## config.mk

```make
export PLATFORM = sky130hd
export DESIGN_NAME = fetch_stage
export DESIGN_NICKNAME = d
export VERILOG_FILES = /design/src/rtl/cpu_pkg.sv /design/src/rtl/ifid_reg.sv /design/src/rtl/fetch_stage.sv
export SDC_FILE = /design/constraint.sdc
export NUM_CORES = 1
export LEC_CHECK = 0
export CAP_MARGIN = 5
export CORE_MARGIN = 8
export CORE_UTILIZATION = 50
export DETAILED_ROUTE_END_ITERATION = 16
export DONT_BUFFER_PORTS = 1
export PLACE_DENSITY = 0.73
export SETUP_SLACK_MARGIN = 0.05
export SYNTH_ARGS = -nofsm -noshare
export SYNTH_HDL_FRONTEND = slang
export SYNTH_SLANG_ARGS = --single-unit
```

## constraint.sdc

```tcl
create_clock -name CLK -period 1.6 [get_ports CLK]
set_input_delay 0.16 -clock CLK [delete_from_list [all_inputs] [get_ports CLK]]
set_output_delay 0.16 -clock CLK [all_outputs]
set_load 0.02 [all_outputs]
```

## src/rtl/cpu_pkg.sv

```systemverilog
// Shared definitions for the 16-bit MIPS-style pipeline.
// Widths, the NOP encoding and the fetch FSM state type.
package cpu_pkg;

  localparam int unsigned PC_W    = 6;
  localparam int unsigned INSTR_W = 16;

  localparam logic [15:0] NOP = 16'h0000;

  typedef enum logic {
    RUN  = 1'b0,
    HALT = 1'b1
  } fetch_state_t;

endpackage

```

## src/rtl/ifid_reg.sv

```systemverilog
// IF/ID pipeline register: valid bit plus captured instruction and its PC.
// Squash beats load, load beats consume; otherwise the contents hold.
module ifid_reg
  import cpu_pkg::*;
#(
  parameter int unsigned PC_W    = cpu_pkg::PC_W,
  parameter int unsigned INSTR_W = cpu_pkg::INSTR_W
) (
  input  logic               clk,
  input  logic               rst_n,
  input  logic               load,
  input  logic               squash,
  input  logic               consume,
  input  logic [INSTR_W-1:0] instr_in,
  input  logic [PC_W-1:0]    pc_in,
  output logic               valid,
  output logic [INSTR_W-1:0] instr,
  output logic [PC_W-1:0]    pc
);

  logic               valid_q, valid_d;
  logic [INSTR_W-1:0] instr_q, instr_d;
  logic [PC_W-1:0]    pc_q, pc_d;

  always_comb begin
    valid_d = valid_q;
    instr_d = instr_q;
    pc_d    = pc_q;
    if (squash) begin
      valid_d = 1'b0;
    end else if (load) begin
      valid_d = 1'b1;
      instr_d = instr_in;
      pc_d    = pc_in;
    end else if (consume) begin
      valid_d = 1'b0;
    end
  end

  always_ff @(posedge clk or negedge rst_n) begin
    if (!rst_n) begin
      valid_q <= 1'b0;
      instr_q <= INSTR_W'(NOP);
      pc_q    <= '0;
    end else begin
      valid_q <= valid_d;
      instr_q <= instr_d;
      pc_q    <= pc_d;
    end
  end

  assign valid = valid_q;
  assign instr = instr_q;
  assign pc    = pc_q;

endmodule

```

## src/rtl/fetch_stage.sv

```systemverilog
// Instruction-fetch front end: PC, RUN/HALT FSM, delivered-instruction counter.
// Drives instruction memory combinationally and feeds decode through ifid_reg.
module fetch_stage
  import cpu_pkg::*;
#(
  parameter int unsigned    PC_W     = cpu_pkg::PC_W,
  parameter int unsigned    INSTR_W  = cpu_pkg::INSTR_W,
  parameter logic [PC_W-1:0] RESET_PC = '0,
  parameter int unsigned    CNT_W    = 16
) (
  input  logic               CLK,
  input  logic               RST_N,
  output logic [PC_W-1:0]    IM_ADDR,
  input  logic [INSTR_W-1:0] IM_DATA,
  input  logic               REDIRECT,
  input  logic [PC_W-1:0]    REDIRECT_PC,
  input  logic               HALT_REQ,
  input  logic               RESUME,
  input  logic               ID_READY,
  output logic               ID_VALID,
  output logic [INSTR_W-1:0] ID_INSTR,
  output logic [PC_W-1:0]    ID_PC,
  output logic               HALTED,
  output logic [CNT_W-1:0]   FETCH_CNT
);

  fetch_state_t     state_q, state_d;
  logic [PC_W-1:0]  pc_q, pc_d;
  logic [CNT_W-1:0] cnt_q, cnt_d;

  logic fire;
  logic ifid_load, ifid_squash, ifid_consume;

  assign fire = ID_VALID & ID_READY;

  always_ff @(posedge CLK or negedge RST_N) begin
    if (!RST_N) begin
      state_q <= RUN;
      pc_q    <= RESET_PC;
      cnt_q   <= '0;
    end else begin
      state_q <= state_d;
      pc_q    <= pc_d;
      cnt_q   <= cnt_d;
    end
  end

  // HALT_REQ only matters in RUN; RESUME (with or without REDIRECT) leaves HALT.
  always_comb begin
    state_d = state_q;
    unique case (state_q)
      RUN:  if (HALT_REQ) state_d = HALT;
      HALT: if (RESUME)   state_d = RUN;
      default: state_d = RUN;
    endcase
  end

  always_comb begin
    pc_d         = pc_q;
    ifid_load    = 1'b0;
    ifid_squash  = 1'b0;
    ifid_consume = fire;
    if (REDIRECT) begin
      pc_d        = REDIRECT_PC;
      ifid_squash = 1'b1;
    end else if (state_q == RUN && !HALT_REQ && (!ID_VALID || fire)) begin
      ifid_load = 1'b1;
      pc_d      = pc_q + PC_W'(1);
    end
  end

  // A word squashed by a redirect is not counted even if decode saw ready.
  always_comb begin
    cnt_d = cnt_q;
    if (fire && !REDIRECT) cnt_d = cnt_q + CNT_W'(1);
  end

  ifid_reg #(
    .PC_W   (PC_W),
    .INSTR_W(INSTR_W)
  ) u_ifid (
    .clk     (CLK),
    .rst_n   (RST_N),
    .load    (ifid_load),
    .squash  (ifid_squash),
    .consume (ifid_consume),
    .instr_in(IM_DATA),
    .pc_in   (pc_q),
    .valid   (ID_VALID),
    .instr   (ID_INSTR),
    .pc      (ID_PC)
  );

  assign IM_ADDR   = pc_q;
  assign HALTED    = (state_q == HALT);
  assign FETCH_CNT = cnt_q;

endmodule

```

==> flow_metrics.tcl <==
set metrics [dict create \
    coreArea_um2 3720 \
    vias 1265 \
    grt_pass1_wl_um 7220 \
    timing.final.crit_share_pct 90.2 \
    start_util_pct 52.5 \
    critical_path.cell_chain "nor2_2 > nand2_2 > nor2_4 > buf_12 > mux2_2" \
    grt_setup_unrepaired "no" \
    drt_iter0_drc 94 \
    crit_family "flip-flops" \
    netlist_instances 150 \
    postCtsSetupBuffers 0 \
    finalNetCount 211 \
    clock-sinks 46 \
    first_pass_iters 4 \
    p_clk_share_pct 25.8 \
    cts_tree "built" \
    die_w_um 78.4 \
    clk_pin_slew_ps 80 \
    switching_share_pct 33.0 \
    routedWlPerCell_um 19.0 \
    synth.distinct_cells 29 \
    fillCellCount 284 \
    maxCapViolCount 0 \
    path_max_fanout 22 \
    final_cells 230 \
    cts-resized-gates 0 \
    syn_area_um2 1950 \
    port_buffers 0 \
    synth.area.top_cells "dfrtp_1, mux2_2, xnor2_1, xor2_1, nand2_1" \
    clockBufferDepth 2 \
    yosysTopAreaCell "dfrtp_1" \
    grt_antenna_before_repair 0 \
    synth_warnings 0 \
    grt_usage_pct 14.9 \
    syn_area_per_cell_um2 13.0 \
    outcome "completed" \
    critPathRequiredTime_ps 1780 \
    routed_wirelength_um 4370 \
    cp.buffers_inverters 1 \
    io_pins 74 \
    setup_viol 0 \
    layout_common_cells "dfrtp_1, mux2_2, xnor2_1, buf_4, nand2_1" \
    dp_hpwl_um 3300 \
    hold_viol 0 \
    dpl.cell_count 211 \
    finClkSkew_ps 7.65 \
    tightest_slew_ps 351 \
    ys_async_sr_fraction_pct 100 \
    antenna_left 0 \
    setup_ws_ps 157 \
    cp.arrival_ps 1620 \
    numCtsBuffers 5 \
    p_per_area_nw_per_um2 1370 \
    clockRootBuffer "clkbuf_8" \
    place_ws_ps 155 \
    power.leakage_uw 0.00102 \
    p_seq_share_pct 57.2 \
    yosysSeqAreaShare_pct 59.1 \
    antenna_cells 0 \
    ys.flop_type "dfrtp_1" \
    htreeDepth 2 \
    cts_hold_buf 8 \
    avgViaCountPerCell 5.50 \
    r2r_setup_slack_ps 160 \
    timing.fmax_ghz 0.693 \
    min_period_ps 1440 \
    die_y_um 78.4 \
    dieArea_um2 6150 \
    drc 0 \
    yosys.area.top_type_share_pct 59.1 \
    criticalPathCategory "register to register" \
    start_kind "register" \
    vdd_drop_max_mv 0.875 \
    hp-class "input pin to register" \
    cp-end-kind "register" \
    grt_remaining_overflow 0 \
    p_int_uw 2160 \
    drive_gt1_share_pct 28.0 \
    total_power_uw 3230 \
    syn2layout_area_growth_pct 20.5 \
    fin_hold_ws_ps 1.30 \
    synth_nets 180 \
    slowest_stage "dfrtp_1" \
    rows 22 \
    place.gp.congestion 0.761 \
    relSlewSlack_pct 76.5 \
    power_frac_comb_pct 17.1 \
    grt_pass1_vias 1389 \
    ys_seq_elements 46 \
    final_common_cell "dfrtp_1" \
    p_sw_uw 1070 \
    clk_latency_ps 300 \
    grt_start_max_net_pins 47 \
    synth_edf_count 0 \
    critPathMaxStageDelay_ps 410 \
    finalMaxSlewViolations 0 \
    fin_setup_tns_ps 0 \
]
[Yosys cell counts, drive strengths merged, types with 2 or more instances]
cell	n
nand3	8
xnor2	15
nor2	7
a21oi	2
mux2	23
nor4	2
inv	2
nand4	6
dfrtp	46
buf	2
o21ai	6
nand2	12
xor2	5
and2	2
ha	2
[cell families after synthesis]
logic type	after synthesis	share of synthesized area (%)
buffers and inverters	5	1.73
XOR/XNOR	20	8.99
AO/OA/AOI/OAI	8	2.05
flip-flops	46	59.0
multiplexers	24	13.8
adder cells (fa/ha/maj)	2	1.28
AND/OR/NAND/NOR	45	13.1
[flip-flops by register name, indices dropped and copies added, names as in the netlist]
| name | count |
|---|---|
| u_ifid.pc | 6 |
| HALTED | 1 |
| u_ifid.instr | 16 |
| u_ifid.valid | 1 |
| FETCH_CNT | 16 |
| IM_ADDR | 6 |
[metal layers]
layer  routed length (um)  vias up  GRT usage (%)
met4                   78        0           5.56
met2                 2120       71           24.3
met3                  584        9           8.88
met1                 1590      604           15.4
li1                     -      581              -
met5                    0        -              0
[metrics by stage]
| stage | util, % | area [um^2] |
|---|---|---|
| 3_5_place_dp | 56.9 | 2120 |
| 4_1_cts | 62.4 | 2320 |
| 6_report | 63.2 | 2350 |
| 3_3_place_gp | 56.9 | 2120 |
| 5_1_grt | 63.2 | 2350 |
| 2_1_floorplan | - | 1950 |
[final cells by class]
class / count / area [um^2] / share of cell area, %
Sequential cell: 46 / 1150 / 49.0
Clock buffer: 7 / 76.3 / 3.25
Inverter: 2 / 7.51 / 0.319
Timing Repair Buffer: 27 / 260 / 11.1
Clock inverter: 1 / 30.0 / 1.28
Multi-Input combinational cell: 99 / 764 / 32.5
Tap cell: 48 / 60.1 / 2.56
[worst paths after layout]
kind | start | end | depth (start not counted)
max | HALTED | u_ifid.instr[10] | 5
min in group asynchronous | RST_N | FETCH_CNT[15] | 2
min reg2reg | FETCH_CNT[15] | FETCH_CNT[15] | 1
max reg2reg | HALTED | u_ifid.instr[10] | 5
max in group asynchronous | RST_N | u_ifid.pc[2] | 2
min | REDIRECT | IM_ADDR[3] | 2
[power by group through the flow]
stage               logic, uW  registers (uW)  clock network [uW]
global route              610            1890                 893
detailed placement        506            1880                   0
CTS                       555            1860                 847
floorplan                 286            1880                   0
finish                    550            1840                 832
global placement          474            1860                   0
Note: power is estimated with default switching activity, not from simulation.
